===== src/rtl/prefix_pkg.sv =====
// Shared types and constants for the Kogge-Stone prefix adder.
package prefix_pkg;

    // Default operand width; must be a power of two, at least 2.
    localparam int DEFAULT_WIDTH = 32;

    // Number of prefix levels for the default width.
    localparam int LEVELS = $clog2(DEFAULT_WIDTH);

    // Group generate / propagate pair carried through the prefix tree.
    typedef struct packed {
        logic g;
        logic p;
    } gp_t;

    // Prefix operator: merge a higher-order group with the adjacent lower one.
    function automatic gp_t gp_combine(input gp_t hi, input gp_t lo);
        gp_t r;
        r.g = hi.g | (hi.p & lo.g);
        r.p = hi.p & lo.p;
        return r;
    endfunction

endpackage


===== src/rtl/gp_cell.sv =====
// Black cell of the prefix tree: combines a high group with its low neighbour.
module gp_cell
    import prefix_pkg::*;
(
    input  gp_t hi,
    input  gp_t lo,
    output gp_t gp
);

    assign gp = gp_combine(hi, lo);

endmodule


===== src/rtl/prefix_adder.sv =====
// Kogge-Stone parallel-prefix adder with carry-in, carry-out and one output
// register stage. No handshake: a new operation is accepted every cycle and
// its result is visible from the following rising edge until the next one.
module prefix_adder
    import prefix_pkg::*;
#(
    parameter int WIDTH = DEFAULT_WIDTH
) (
    input  logic             clk,
    input  logic             rst_n,
    input  logic [WIDTH-1:0] a,
    input  logic [WIDTH-1:0] b,
    input  logic             cin,
    output logic [WIDTH-1:0] s,
    output logic             cout
);

    localparam int TREE_LEVELS = $clog2(WIDTH);

    gp_t  [WIDTH-1:0] gp_pre;
    gp_t  [WIDTH-1:0] gp_final;
    logic [WIDTH-1:0] prop;
    logic [WIDTH-1:0] carry;
    logic [WIDTH-1:0] sum_d;
    logic             cout_d;
    logic [WIDTH-1:0] sum_q;
    logic             cout_q;

    // Bitwise generate/propagate; cin is folded into bit 0 so the tree output
    // at position i is the group generate over [i:-1], i.e. the carry out of bit i.
    always_comb begin
        for (int i = 0; i < WIDTH; i++) begin
            gp_pre[i].g = a[i] & b[i];
            gp_pre[i].p = a[i] ^ b[i];
        end
        gp_pre[0].g = (a[0] & b[0]) | ((a[0] ^ b[0]) & cin);
        gp_pre[0].p = 1'b0;
    end

    // Prefix tree: level k merges each position with the one 2^k below it;
    // positions below 2^k already span down to -1 and pass through.
    for (genvar k = 0; k < TREE_LEVELS; k++) begin : g_level
        gp_t [WIDTH-1:0] lvl_in;
        gp_t [WIDTH-1:0] lvl_out;

        if (k == 0) begin : g_first
            assign lvl_in = gp_pre;
        end else begin : g_next
            assign lvl_in = g_level[k-1].lvl_out;
        end

        for (genvar i = 0; i < WIDTH; i++) begin : g_bit
            if (i >= (1 << k)) begin : g_cell
                gp_cell u_cell (
                    .hi (lvl_in[i]),
                    .lo (lvl_in[i-(1<<k)]),
                    .gp (lvl_out[i])
                );
            end else begin : g_pass
                assign lvl_out[i] = lvl_in[i];
            end
        end
    end

    assign gp_final = g_level[TREE_LEVELS-1].lvl_out;

    // Carries into each bit, the sum XOR and the carry out of the MSB.
    always_comb begin
        prop     = a ^ b;
        carry    = '0;
        carry[0] = cin;
        for (int i = 1; i < WIDTH; i++) begin
            carry[i] = gp_final[i-1].g;
        end
        sum_d  = prop ^ carry;
        cout_d = gp_final[WIDTH-1].g;
    end

    // Output register; reset clears the result immediately, independent of clk.
    always_ff @(posedge clk or negedge rst_n) begin
        if (!rst_n) begin
            sum_q  <= '0;
            cout_q <= 1'b0;
        end else begin
            sum_q  <= sum_d;
            cout_q <= cout_d;
        end
    end

    assign s    = sum_q;
    assign cout = cout_q;

endmodule


===== config.mk =====
export PLATFORM = sky130hd
export DESIGN_NAME = prefix_adder
export DESIGN_NICKNAME = d
export VERILOG_FILES = /design/src/rtl/prefix_pkg.sv /design/src/rtl/gp_cell.sv /design/src/rtl/prefix_adder.sv
export SDC_FILE = /design/constraint.sdc
export NUM_CORES = 1
export LEC_CHECK = 0
export ABC_AREA = 1
export CAP_MARGIN = 10
export CORE_AREA = 2 2 94 96
export CTS_CLUSTER_SIZE = 8
export DETAILED_ROUTE_END_ITERATION = 12
export DIE_AREA = 0 0 96 98
export PLACE_DENSITY_LB_ADDON = 0.08
export SETUP_SLACK_MARGIN = 0.1
export SYNTH_ARGS = -nofsm -noshare
export SYNTH_HDL_FRONTEND = slang
export SYNTH_SLANG_ARGS = --single-unit
export TNS_END_PERCENT = 30

===== constraint.sdc =====
create_clock -name clk -period 0.8 [get_ports clk]
set_input_delay 0.08 -clock clk [delete_from_list [all_inputs] [get_ports clk]]
set_output_delay 0.08 -clock clk [all_outputs]
set_load 0.1 [all_outputs]

# Word-level counts from Yosys, hierarchy flattened
# Index checks and enable logic that the tools add are counted.
[word_totals]
register_bits = 33
inputBits = 67
output_inout_bits = 33
[op_classes]
n_bitwise = 424
[ops]
columns = ["cell", "n"]
rows = [
  ["$and 1x1->1", 260],
  ["$or 1x1->1", 130],
  ["$xor 32x32->32", 2],
  ["$xor 1x1->1", 32],
]

# Logic depth before layout (Yosys ltp)
[depth]
ltp_word = 13
ltp_mapped = 12
depth_no_buf = 12

# Modules after synthesis
# A second synthesis with hierarchy kept.
[unflattened]
hier_cells = 866
hier_area_um2 = 4240.3
[modules_own_cells]
columns = ["module", "instances", "cells_per_inst", "area_per_inst_um2"]
rows = [
  ["gp_cell", 129, 5, 18.8],
  ["prefix_adder", 1, 221, 1819.2],
]

# Least setup slack after synthesis
# OpenSTA, ideal clock, no wires.
[synth_timing]
kind = "input port to flip-flop"
from = "in a[0]"
to = "reg sum_q[28], in the netlist s[28]"
setup_ps = 117
arrival_time_ps = 1622
t_required_ps = 683
path_slack_ps = -938
cell_stages = 12
path_cell_list = "fa_1 fa_1 nand3_1 nand3_2 nand2_1 nand2_2 nand2_2 nand2_2 nand2_1 nand2_1 nand2_1 nand2_1"
[synth_between]
elab_chain_len = 12
word_cells_on_any_way = 13
[synth_rtl]
columns = ["item", "line_no", "rtl"]
rows = [
  ["from (decl)", "prefix_adder.sv:11", "input logic [WIDTH-1:0] a,"],
  ["$xor 1x1->1", "prefix_adder.sv:36", "gp_pre[0].g = (a[0] & b[0]) | ((a[0] ^ b[0]) & cin);"],
  ["$and 1x1->1", "prefix_adder.sv:36", ""],
  ["$or 1x1->1 (*)", "prefix_adder.sv:36", ""],
  ["$and 1x1->1 (*)", "prefix_pkg.sv:19", "r.g = hi.g | (hi.p & lo.g);"],
  ["$or 1x1->1 (*)", "prefix_pkg.sv:19", ""],
  ["$and 1x1->1 (*)", "prefix_pkg.sv:19", ""],
  ["$or 1x1->1 (*)", "prefix_pkg.sv:19", ""],
  ["$and 1x1->1 (*)", "prefix_pkg.sv:19", ""],
  ["$or 1x1->1 (*)", "prefix_pkg.sv:19", ""],
  ["$and 1x1->1 (*)", "prefix_pkg.sv:19", ""],
  ["$or 1x1->1 (*)", "prefix_pkg.sv:19", ""],
  ["$xor 32x32->32 (*)", "prefix_adder.sv:75", "sum_d = prop ^ carry;"],
  ["via sum_d[28]", "prefix_adder.sv:24", "logic [WIDTH-1:0] sum_d;"],
  ["to (signal assigned)", "prefix_adder.sv:85", "sum_q <= sum_d;"],
  ["to (decl)", "prefix_adder.sv:26", "logic [WIDTH-1:0] sum_q;"],
]
# The timed path passes the listed nets; every way through them passes the cells marked *.

# Worst setup path in the final report
[layout_timing]
from = "in cin"
to = "reg sum_q[8], in the netlist s[8]"
[layout_between]
elab_chain_len = 9
[layout_rtl]
columns = ["item", "line_no", "rtl"]
rows = [
  ["from (decl)", "prefix_adder.sv:13", "input logic cin,"],
  ["$and 1x1->1", "prefix_adder.sv:36", ""],
  ["$or 1x1->1", "prefix_adder.sv:36", ""],
  ["$and 1x1->1", "prefix_pkg.sv:19", ""],
  ["$or 1x1->1", "prefix_pkg.sv:19", ""],
  ["$and 1x1->1", "prefix_pkg.sv:19", ""],
  ["$or 1x1->1", "prefix_pkg.sv:19", ""],
  ["$and 1x1->1", "prefix_pkg.sv:19", ""],
  ["$or 1x1->1", "prefix_pkg.sv:19", ""],
  ["$xor 32x32->32", "prefix_adder.sv:75", ""],
  ["via sum_d[8]", "prefix_adder.sv:24", ""],
]
# The timed path passes the listed nets, and every way through them passes these cells.

==> summary.txt <==
Worst setup path
  – Crit-path cells: buf_6 > fa_2 > fa_2 > nand3_2 > nand3_2 > nand2_1 > nand2_2 > buf_4 > buf_6 > xor2_1
  – Setup crit end: s[8]
  – Highest net fanout along the worst path: 4
  – Worst Setup SP: cin
  – Critical Path RT: 0.98 ns
  – Slowest stage delay, CP: 0.39 ns
  – Setup crit start kind: input pin
  – Crit Path Class: in2reg
  – Critical path's slowest cell: fa_2
  – Worst path arrival time: 1.66 ns
  – Crit end category: flip-flop

GRT
  – Total Routing Usage GR: 24.5%
  – Vias in the first global route: 3846
  – GRT overflow: 0
  – First-pass GRT wire length: 17.8 mm
  – Largest net degree at the start of global routing: 34
  – Initial antenna violation count: 0

Floorplanning
  – Die H: 98 µm
  – Die area: 9410 µm²
  – Initial core utilization: 38.5%
  – Die W: 96 µm
  – Core Area: 8470 µm²
  – Num rows: 34
  – Io pins: 100

Finish
  – Post-Layout Inst Area: 6100 µm²
  – Commonest non-fill, non-tap cell in the layout: nand2_1
  – Layout Nets: 816
  – Number of antenna diodes: 0
  – Post-route insts no fill: 825
  – Fillers: 694
  – Fraction of final layout cells with drive strength greater than 1: 46.6%
  – Area grow syn2layout: 87.3%
  – Most frequent cells in the layout: nand2_1 (150), inv_1 (101), buf_4 (75)

Clock network
  – Max clock buf depth: 2
  – CTS Sinks: 33
  – CTS tree: built
  – H-tree levels: 2
  – CTS Root Cell: clkbuf_8
  – Clock transition at the registers of the reported paths: 0.07 ns
  – Total CTS buffers: 5
  – Cts hold-fix bufs: 0

Place
  – Placed inst area: 5200 µm²
  – Gpl congestion: 0.927
  – Pre-CTS setup slack: -1.36 ns
  – DP HPWL: 8.56 mm
  – PortBufs: 99
  – DP Cell Count: 796

Pwr
  – Pleak: 3.28 nW
  – Cell Pwr Density: 1810 nW/µm²
  – Worst vdd ir: 1330 µV

Synthesis
  – Avg Synthesized Cell Area: 6.15 µm²
  – Synth Register Bits: 33
  – Synth cell types: 23
  – Mapped Area: 3260 µm²
  – YS warnings: 0
  – Synth area leaders: dfrtp_1 (25%), nand2_1 (25%), inv_1 (13%)
  – Sequential fraction of the synthesis area: 25.3%
  – Top-area cell type share of the netlist area: 25.3%
  – Syn_nets: 630
  – Cell count after synthesis: 530
  – Yosys top cell by area: dfrtp_1

STA
  – Fin. Hold Viols: 0
  – Setup violations, final: 65
  – Worst-Margin Slew: 0.245 ns
  – Setup TNS: -20.69 ns
  – RSZ-0062 raised after global routing: true
  – Crit path time final: 1.48 ns
  – Fmax: 674 MHz
  – Worst rel slew slack: 83.5%
  – Final period util: 186%
  – Fin worst setup slack: -0.684 ns
  – Fin Hold WS: 0.0796 ns
  – Slew Limit Fails: 0

Detailed routing
  – Post-DRT Antenna Nets: 0
  – Remaining DRCs: 0
  – Post-DR wirelength/cell: 14.0 µm
  – Via Count: 3801
  – Starting DRT DRC Count: 134
  – Routed wire length: 11.6 mm
  – Drt via density: 4.61
  – Drt first pass iters: 4

Run status
  – Status: complete, but fails checks
  – Failing checks: setup timing

Min path
  – Min-Delay Path Class: in2reg

Flow run
  – Max Cap Violations: 0
[per-layer routing]
layer,vias up,GRT usage [%],wire length [µm]
met5,-,0,0
li1,1963,-,-
met4,0,7.47,224
met3,19,3.63,366
met2,76,40.5,5760
met1,1743,32.6,5240
[cell usage after synthesis]
cell,n
a21o_1,1
a21oi_1,20
a21oi_2,1
and2_2,1
dfrtp_1,33
fa_1,2
ha_1,31
inv_1,110
inv_2,1
nand2_1,217
nand2_2,14
nand3_1,22
nand3_2,4
nand4_1,4
nor2_1,38
nor2_2,4
nor3_1,3
nor3_2,4
nor3b_1,1
nor4_1,1
o21ai_0,1
o21bai_1,2
xor2_1,15
[critical path: cells and delay by family]
kind                     cells  cell delay, ns
buffers and inverters        3            0.34
adder cells (fa/ha/maj)      2            0.78
AND/OR/NAND/NOR              4            0.33
XOR/XNOR                     1            0.13
[timing repair]
action                                  4_1_cts  5_1_grt
gates cloned                                  0        0
buffers inserted                              8       14
pin swaps                                    43       51
endpoints found under the setup margin       66       65
gates resized for setup                     162      161
hold endpoints to repair                      0        0
[per-stage QoR]
| stage | util, % | power, mW |
|---|---|---|
| final | 72.1 | 11.0 |
| after CTS | 69.1 | 10.7 |
| after global placement | 61.4 | 8.74 |
| after global routing | 72.1 | 11.6 |
| after floorplan | - | 5.94 |
| after detailed placement | 61.4 | 8.77 |
[power by group]
part	internal, mW	leakage, nW	switching (mW)	total, mW
Sequential	2.00	0.390	0.272	2.27
Clock	0.779	0.0542	0.689	1.47
Combinational	2.91	2.83	4.40	7.31
[layout make-up]
| class | count | area [µm²] | share of cell area [%] |
|---|---|---|---|
| multi-input combinational | 386 | 2850 | 46.7 |
| clock inverter | 1 | 5.00 | 0.0820 |
| sequential | 33 | 826 | 13.5 |
| inverter | 111 | 417 | 6.83 |
| timing repair buffer | 179 | 1770 | 29.1 |
| clock buffer | 7 | 96.3 | 1.58 |
| tap | 108 | 135 | 2.21 |
[registers in the layout, indices dropped and copies added, names as in the netlist]
| register | count |
|---|---|
| s | 32 |
| cout | 1 |
[kinds of logic after synthesis]
logic type | after synthesis | share of synthesized area, %
DFF | 33 | 25.3
and+or+nand+nor | 313 | 40.5
adders and majority gates | 33 | 13.1
buffers and inverters | 111 | 12.8
xor gates and xnor gates | 15 | 4.03
AOI/OAI and AO/OA | 25 | 4.18
[worst min path at each step]
stage / endpoint / slack (ns) / start / cells past startpoint
2_1_floorplan: cout / -0.22 / rst_n / 0
3_3_place_gp: s[1] / 0.47 / rst_n / 2
3_5_place_dp: s[1] / 0.50 / rst_n / 2
4_1_cts: s[0] / 0.1 / a[0] / 2
5_1_grt: s[0] / 0.08 / a[0] / 2
6_report: s[0] / 0.08 / a[0] / 2
(Power assumes the default switching activity.)
